==> src/rtl/fir_input_sequencer_pkg.sv <==
// Shared types and helpers for the FIR input sequencer.
// Sample width, slot FSM encoding and clog2.
package fir_input_sequencer_pkg;

  typedef enum logic {
    EMPTY_SLOT  = 1'b0,
    SAMPLE_SLOT = 1'b1
  } slot_state_t;

  function automatic int sample_width(
    input int wi,
    input int wf
  );
    return wi + wf;
  endfunction

  function automatic int clog2(input int n);
    int r;
    r = 0;
    for (int i = 0; i < 31; i++) begin
      if ((1 << i) < n) r = i + 1;
    end
    return r;
  endfunction

endpackage

==> src/rtl/fir_input_sequencer_if.sv <==
// Sample source handshake bundle.
// Master drives data/valid, slave drives ready.
interface fir_input_sequencer_if #(
  parameter int W = 16
) ();

  logic [W-1:0] in_data;
  logic         in_valid;
  logic         in_ready;

  modport master (
    output in_data,
    output in_valid,
    input  in_ready
  );

  modport slave (
    input  in_data,
    input  in_valid,
    output in_ready
  );

endinterface

==> src/rtl/seq_fifo.sv <==
// Sample FIFO for the input sequencer.
// Head is visible on dout; fill tells full from empty.
module seq_fifo
  import fir_input_sequencer_pkg::*;
#(
  parameter int WL    = 16,
  parameter int DEPTH = 4
) (
  input  logic                   CLK,
  input  logic                   RST,
  input  logic                   push,
  input  logic                   pop,
  input  logic [WL-1:0]          din,
  output logic [WL-1:0]          dout,
  output logic [clog2(DEPTH):0]  fill
);

  localparam int AW = clog2(DEPTH);

  logic [WL-1:0] mem [DEPTH];
  logic [AW-1:0] wr_ptr;
  logic [AW-1:0] rd_ptr;

  assign dout = mem[rd_ptr];

  // storage array, contents are qualified by fill
  always_ff @(posedge CLK) begin
    if (push) mem[wr_ptr] <= din;
  end

  // pointers wrap naturally; occupancy tracks push/pop
  always_ff @(posedge CLK or negedge RST) begin
    if (!RST) begin
      wr_ptr <= '0;
      rd_ptr <= '0;
      fill   <= '0;
    end else begin
      if (push) wr_ptr <= wr_ptr + 1'b1;
      if (pop)  rd_ptr <= rd_ptr + 1'b1;
      case ({push, pop})
        2'b10:   fill <= fill + 1'b1;
        2'b01:   fill <= fill - 1'b1;
        default: fill <= fill;
      endcase
    end
  end

endmodule

==> src/rtl/fir_input_sequencer.sv <==
// Presents one buffered sample per TAPSIZE-cycle slot to a FIR.
// Empty FIFO at a slot boundary yields a zero bubble.
module fir_input_sequencer
  import fir_input_sequencer_pkg::*;
#(
  parameter int TAPSIZE = 3,
  parameter int WI      = 1,
  parameter int WF      = 15,
  parameter int DEPTH   = 4,
  localparam int W      = sample_width(WI, WF),
  localparam int TW     = (clog2(TAPSIZE) < 1) ? 1 : clog2(TAPSIZE),
  localparam int FW     = clog2(DEPTH) + 1
) (
  input  logic                  CLK,
  input  logic                  RST,
  fir_input_sequencer_if.slave  src,
  output logic [W-1:0]          x,
  output logic [TW-1:0]         tap_idx,
  output logic                  sample_start,
  output logic                  underrun,
  output logic [FW-1:0]         fill
);

  localparam logic [TW-1:0] TAP_LAST = TW'(TAPSIZE - 1);
  localparam logic [FW-1:0] FULL     = FW'(DEPTH);

  slot_state_t  state;
  slot_state_t  state_nx;
  logic         run;
  logic         boundary;
  logic         push;
  logic         pop;
  logic [W-1:0] head;

  assign boundary     = (tap_idx == TAP_LAST);
  assign src.in_ready = run && (fill < FULL);
  assign push         = src.in_valid && src.in_ready;
  assign pop          = boundary && (fill != '0);

  seq_fifo #(
    .WL    (W),
    .DEPTH (DEPTH)
  ) u_fifo (
    .CLK  (CLK),
    .RST  (RST),
    .push (push),
    .pop  (pop),
    .din  (src.in_data),
    .dout (head),
    .fill (fill)
  );

  // free-running slot phase; run marks the first edge after reset
  always_ff @(posedge CLK or negedge RST) begin
    if (!RST) begin
      tap_idx <= TAP_LAST;
      run     <= 1'b0;
    end else begin
      run     <= 1'b1;
      tap_idx <= boundary ? '0 : tap_idx + 1'b1;
    end
  end

  // slot state register
  always_ff @(posedge CLK or negedge RST) begin
    if (!RST) state <= EMPTY_SLOT;
    else      state <= state_nx;
  end

  // slot kind is decided only at boundaries
  always_comb begin
    state_nx = state;
    if (boundary) state_nx = pop ? SAMPLE_SLOT : EMPTY_SLOT;
  end

  // held sample, reloaded at each boundary
  always_ff @(posedge CLK or negedge RST) begin
    if (!RST)          x <= '0;
    else if (boundary) x <= pop ? head : '0;
  end

  // slot pulses in the first cycle of every slot
  always_comb begin
    sample_start = 1'b0;
    underrun     = 1'b0;
    if (run && tap_idx == '0) begin
      unique case (1'b1)
        (state == SAMPLE_SLOT): sample_start = 1'b1;
        default:                underrun     = 1'b1;
      endcase
    end
  end

endmodule

==> src/flat_wrapper.sv <==
// flat-port wrapper written by rule: the top's interface ports become plain ports
module fir_input_sequencer_flat import fir_input_sequencer_pkg::*;
#(
  parameter int TAPSIZE = 3,
  parameter int WI      = 1,
  parameter int WF      = 15,
  parameter int DEPTH   = 4,
  localparam int W      = sample_width(WI, WF),
  localparam int TW     = (clog2(TAPSIZE) < 1) ? 1 : clog2(TAPSIZE),
  localparam int FW     = clog2(DEPTH) + 1
)
  (CLK, RST, x, tap_idx, sample_start, underrun, fill, src_in_data, src_in_valid, src_in_ready);
  fir_input_sequencer_if #(.W(16)) src_i ();
  input  logic CLK;
  input  logic RST;
  output logic [W-1:0] x;
  output logic [TW-1:0] tap_idx;
  output logic sample_start;
  output logic underrun;
  output logic [FW-1:0] fill;
  input wire logic [$bits(src_i.in_data)-1:0] src_in_data;
  input wire logic [$bits(src_i.in_valid)-1:0] src_in_valid;
  output wire logic [$bits(src_i.in_ready)-1:0] src_in_ready;
  assign src_i.in_data = src_in_data;
  assign src_i.in_valid = src_in_valid;
  assign src_in_ready = src_i.in_ready;
  fir_input_sequencer #(.TAPSIZE(TAPSIZE), .WI(WI), .WF(WF), .DEPTH(DEPTH)) u_core (.CLK(CLK), .RST(RST), .src(src_i), .x(x), .tap_idx(tap_idx), .sample_start(sample_start), .underrun(underrun), .fill(fill));
endmodule
==> config.mk <==
export PLATFORM = sky130hd
export DESIGN_NAME = fir_input_sequencer_flat
export DESIGN_NICKNAME = d
export VERILOG_FILES = /design/src/rtl/fir_input_sequencer_pkg.sv /design/src/rtl/fir_input_sequencer_if.sv /design/src/rtl/seq_fifo.sv /design/src/rtl/fir_input_sequencer.sv /design/src/flat_wrapper.sv
export SDC_FILE = /design/constraint.sdc
export NUM_CORES = 1
export LEC_CHECK = 0
export BUFFER_PORTS_ARGS = -buffer_cell sky130_fd_sc_hd__buf_2
export CAP_MARGIN = 20
export CORE_MARGIN = 2
export CORE_UTILIZATION = 51
export DETAILED_ROUTE_END_ITERATION = 7
export PLACE_DENSITY = 0.73
export SYNTH_ARGS = -nofsm -noshare
export SYNTH_HDL_FRONTEND = slang
export SYNTH_SLANG_ARGS = --single-unit
==> constraint.sdc <==
create_clock -name CLK -period 2.1 [get_ports CLK]
set_input_delay 0.105 -clock CLK [delete_from_list [all_inputs] [get_ports CLK]]
set_output_delay 0.105 -clock CLK [all_outputs]
set_load 0.1 [all_outputs]
==> run summary <==
Most common cell after layout, fill and taps aside - edfxtp_1
# IOs - 43
GRT Util Overall - 0.174
Htree depth - 3
Clk_lat worst skew - 350 ps
Crit path DAT - 2210 ps
CTS sink count - 91
First-pass DRT Iterations - 4
Synth cell types - 29
P_leak - 0.00160 uW
Fin. Hold Viols - 0
DRC viols - 0
Design area - 4160 um^2
Status - finished clean
Core Rows - 30
Deepest clock path buffer count - 2
Die ar. - 7480 um^2
DR iter-0 viols - 60
Port buffer count - 42
Setup crit end kind - flop
Synthesized area - 3470 um^2
Syn_area_per_cell - 20.5 um^2
DR vias/cell - 5.48
Placed inst area - 3810 um^2
CTS Root Cell - clkbuf_8
#FFs+latches synth - 91
Fin crit share - 0.921
Hold Path Class - primary input to flop
Synth Instances - 169
Antenna Nets Post-Route - 0
Starting Density - 0.519
Routed len/inst - 18.1 um
Synthesis-to-layout area growth - 19.8%
Worst EP required - 2380 ps
RSZ-0062 raised after global routing - no
CP startpoint kind - flop
Fin Clk Skew - 8.10 ps
Final Max Tran Viols - 0
Multi-input gate area - 825 um^2
Final setup viols - 0
Number of global-route vias before repair - 1804
Relative slew slack - 0.569
CORE AREA - 6680 um^2
Final net count - 261
Detail Placement HPWL - 3550 um
First-pass GRT wire length - 9200 um
Most frequent cells in the layout - edfxtp_1, buf_2, dfrtp_1, dlygate4sd3_1, a22o_1
Num CTS Buffers - 9
Die Ht - 86.5 um
CTS tree - done
FF+latch area - 2610 um^2
Pin count of the biggest net entering global routing - 28
Setup Fix Bufs, Post-CTS - 0
Post-synthesis sequential area ratio - 0.749
Post-layout util - 0.622
Max-cap violations - 0
Worst Path Max Fanout - 4
Synth warn - 0
Layout cell share with drive strength beyond 1 - 0.365
Die X - 86.5 um
Global placer's final weighted congestion - 0.739
Clock transition at path regs - 90 ps
Power Dens Cells - 1470 nW/um^2
Fmax achieved - 517 MHz
WS Path Type - flop to flop
Grt ovf - 0
WL final - 5820 um
# diodes - 0
Initial antenna violation count - 0
Fillcell total - 476
Syn Nets - 194
VDD IR-drop max - 1.07 mV
Via count - 1758
Post-route minimum period - 1930 ps
Worst-Margin Slew - 647 ps
kinds of logic after synthesis:
group	count (synthesis)	share of synthesized area
compound gates	18	0.0440
xor+xnor	6	0.0151
fa+ha+maj	6	0.0238
buf+inv	13	0.0231
flops	91	0.749
mux	17	0.116
other cells	1	0.00108
simple gates	17	0.0285
worst paths after layout:
kind / start / to / slack [ps] / depth (start not counted)
min in group asynchronous: RST / u_core.x[12]$_DFFE_PN0N_ / 320 / 2
min: src_in_valid / u_core.u_fifo.wr_ptr[0]$_DFFE_PN0P_ / 120 / 3
max in group asynchronous: RST / u_core.u_fifo.fill[2]$_DFFE_PN0P_ / 1300 / 2
max: u_core.tap_idx[1]$_DFF_PN1_ / u_core.u_fifo.fill[2]$_DFFE_PN0P_ / 170 / 8
min reg2reg: u_core.tap_idx[0]$_DFF_PN0_ / u_core.tap_idx[0]$_DFF_PN0_ / 480 / 1
max reg2reg: u_core.tap_idx[1]$_DFF_PN1_ / u_core.u_fifo.fill[2]$_DFFE_PN0P_ / 170 / 8
what timing repair did:
| action | in CTS | in global routing |
|---|---|---|
| hold buffers | 17 | 0 |
| resized for setup | 0 | 0 |
| endpoints found under the hold margin | 90 | 0 |
area by class of cell:
cell class | instances | share of cell area
sequential | 91 | 0.628
timing repair buffer | 63 | 0.102
inverter | 6 | 0.00542
clock buffer | 9 | 0.0298
multi-input combinational | 65 | 0.198
clock inverter | 7 | 0.0126
tap | 80 | 0.0241
metrics by stage:
| stage | hold WS [ps] | setup TNS (ps) | power (uW) | cells | setup slack (ps) |
|---|---|---|---|---|---|
| finish | 118 | 0 | 6110 | 321 | 166 |
| floorplan | -191 | -501 | 4680 | 169 | -267 |
| CTS | 102 | 0 | 6170 | 321 | 158 |
| global route | 131 | 0 | 6380 | 321 | 88.7 |
| detailed placement | 171 | 0 | 5100 | 288 | 187 |
| global placement | 168 | 0 | 5060 | 288 | 216 |
synthesized netlist by cell type:
cell,number,share of area
dfstp_2,1,0.0076
mux4_2,8,0.052
buf_6,1,0.0032
clkbuf_1,1,0.0011
a22o_1,16,0.040
mux2_2,1,0.0032
nor3b_1,1,0.0022
nor2_1,3,0.0032
edfxtp_1,64,0.55
conb_1,1,0.0011
buf_4,1,0.0022
xnor2_1,2,0.0050
xor2_1,4,0.010
o21ai_0,1,0.0014
inv_1,6,0.0065
buf_12,1,0.0058
buf_2,3,0.0043
mux4_1,8,0.061
and3_1,5,0.0090
nor2b_1,2,0.0036
nor2_4,1,0.0032
ha_1,5,0.018
nand2b_1,1,0.0018
and2_1,1,0.0018
fa_1,1,0.0058
dfrtp_1,26,0.19
nand2_1,2,0.0022
nor3_1,1,0.0014
a21o_1,1,0.0022
per-layer routing:
| metal | global-route usage | vias up | wire (um) |
|---|---|---|---|
| met5 | 0 | - | 0 |
| met4 | 0.0923 | 0 | 110 |
| met3 | 0.0362 | 9 | 255 |
| met2 | 0.293 | 46 | 3080 |
| met1 | 0.211 | 901 | 2380 |
| li1 | - | 802 | - |
worst max-delay path: stages (launching register included):
cell and delay, ps:
dfstp_4 630, nand2b_1 100, nor2_4 140, ha_4 160, inv_2 40, fa_2 350, xor2_1 170, nor2_1 120
xor2_1 150
flip-flops by register name (all words and copies together) (netlist names):
| register | cells |
|---|---|
| u_core.u_fifo.rd_ptr | 2 |
| u_core.u_fifo.fill | 3 |
| u_core.run | 1 |
| u_core.x | 16 |
| u_core.u_fifo.mem | 64 |
| u_core.tap_idx | 2 |
| u_core.state | 1 |
| u_core.u_fifo.wr_ptr | 2 |
report_power, final:
part	internal, uW	switching (uW)	leakage [uW]
Sequential	2260	215	0.000892
Combinational	693	1890	0.000616
Clock	438	608	0.0000900
No activity file was read; power rests on OpenSTA's default activity.
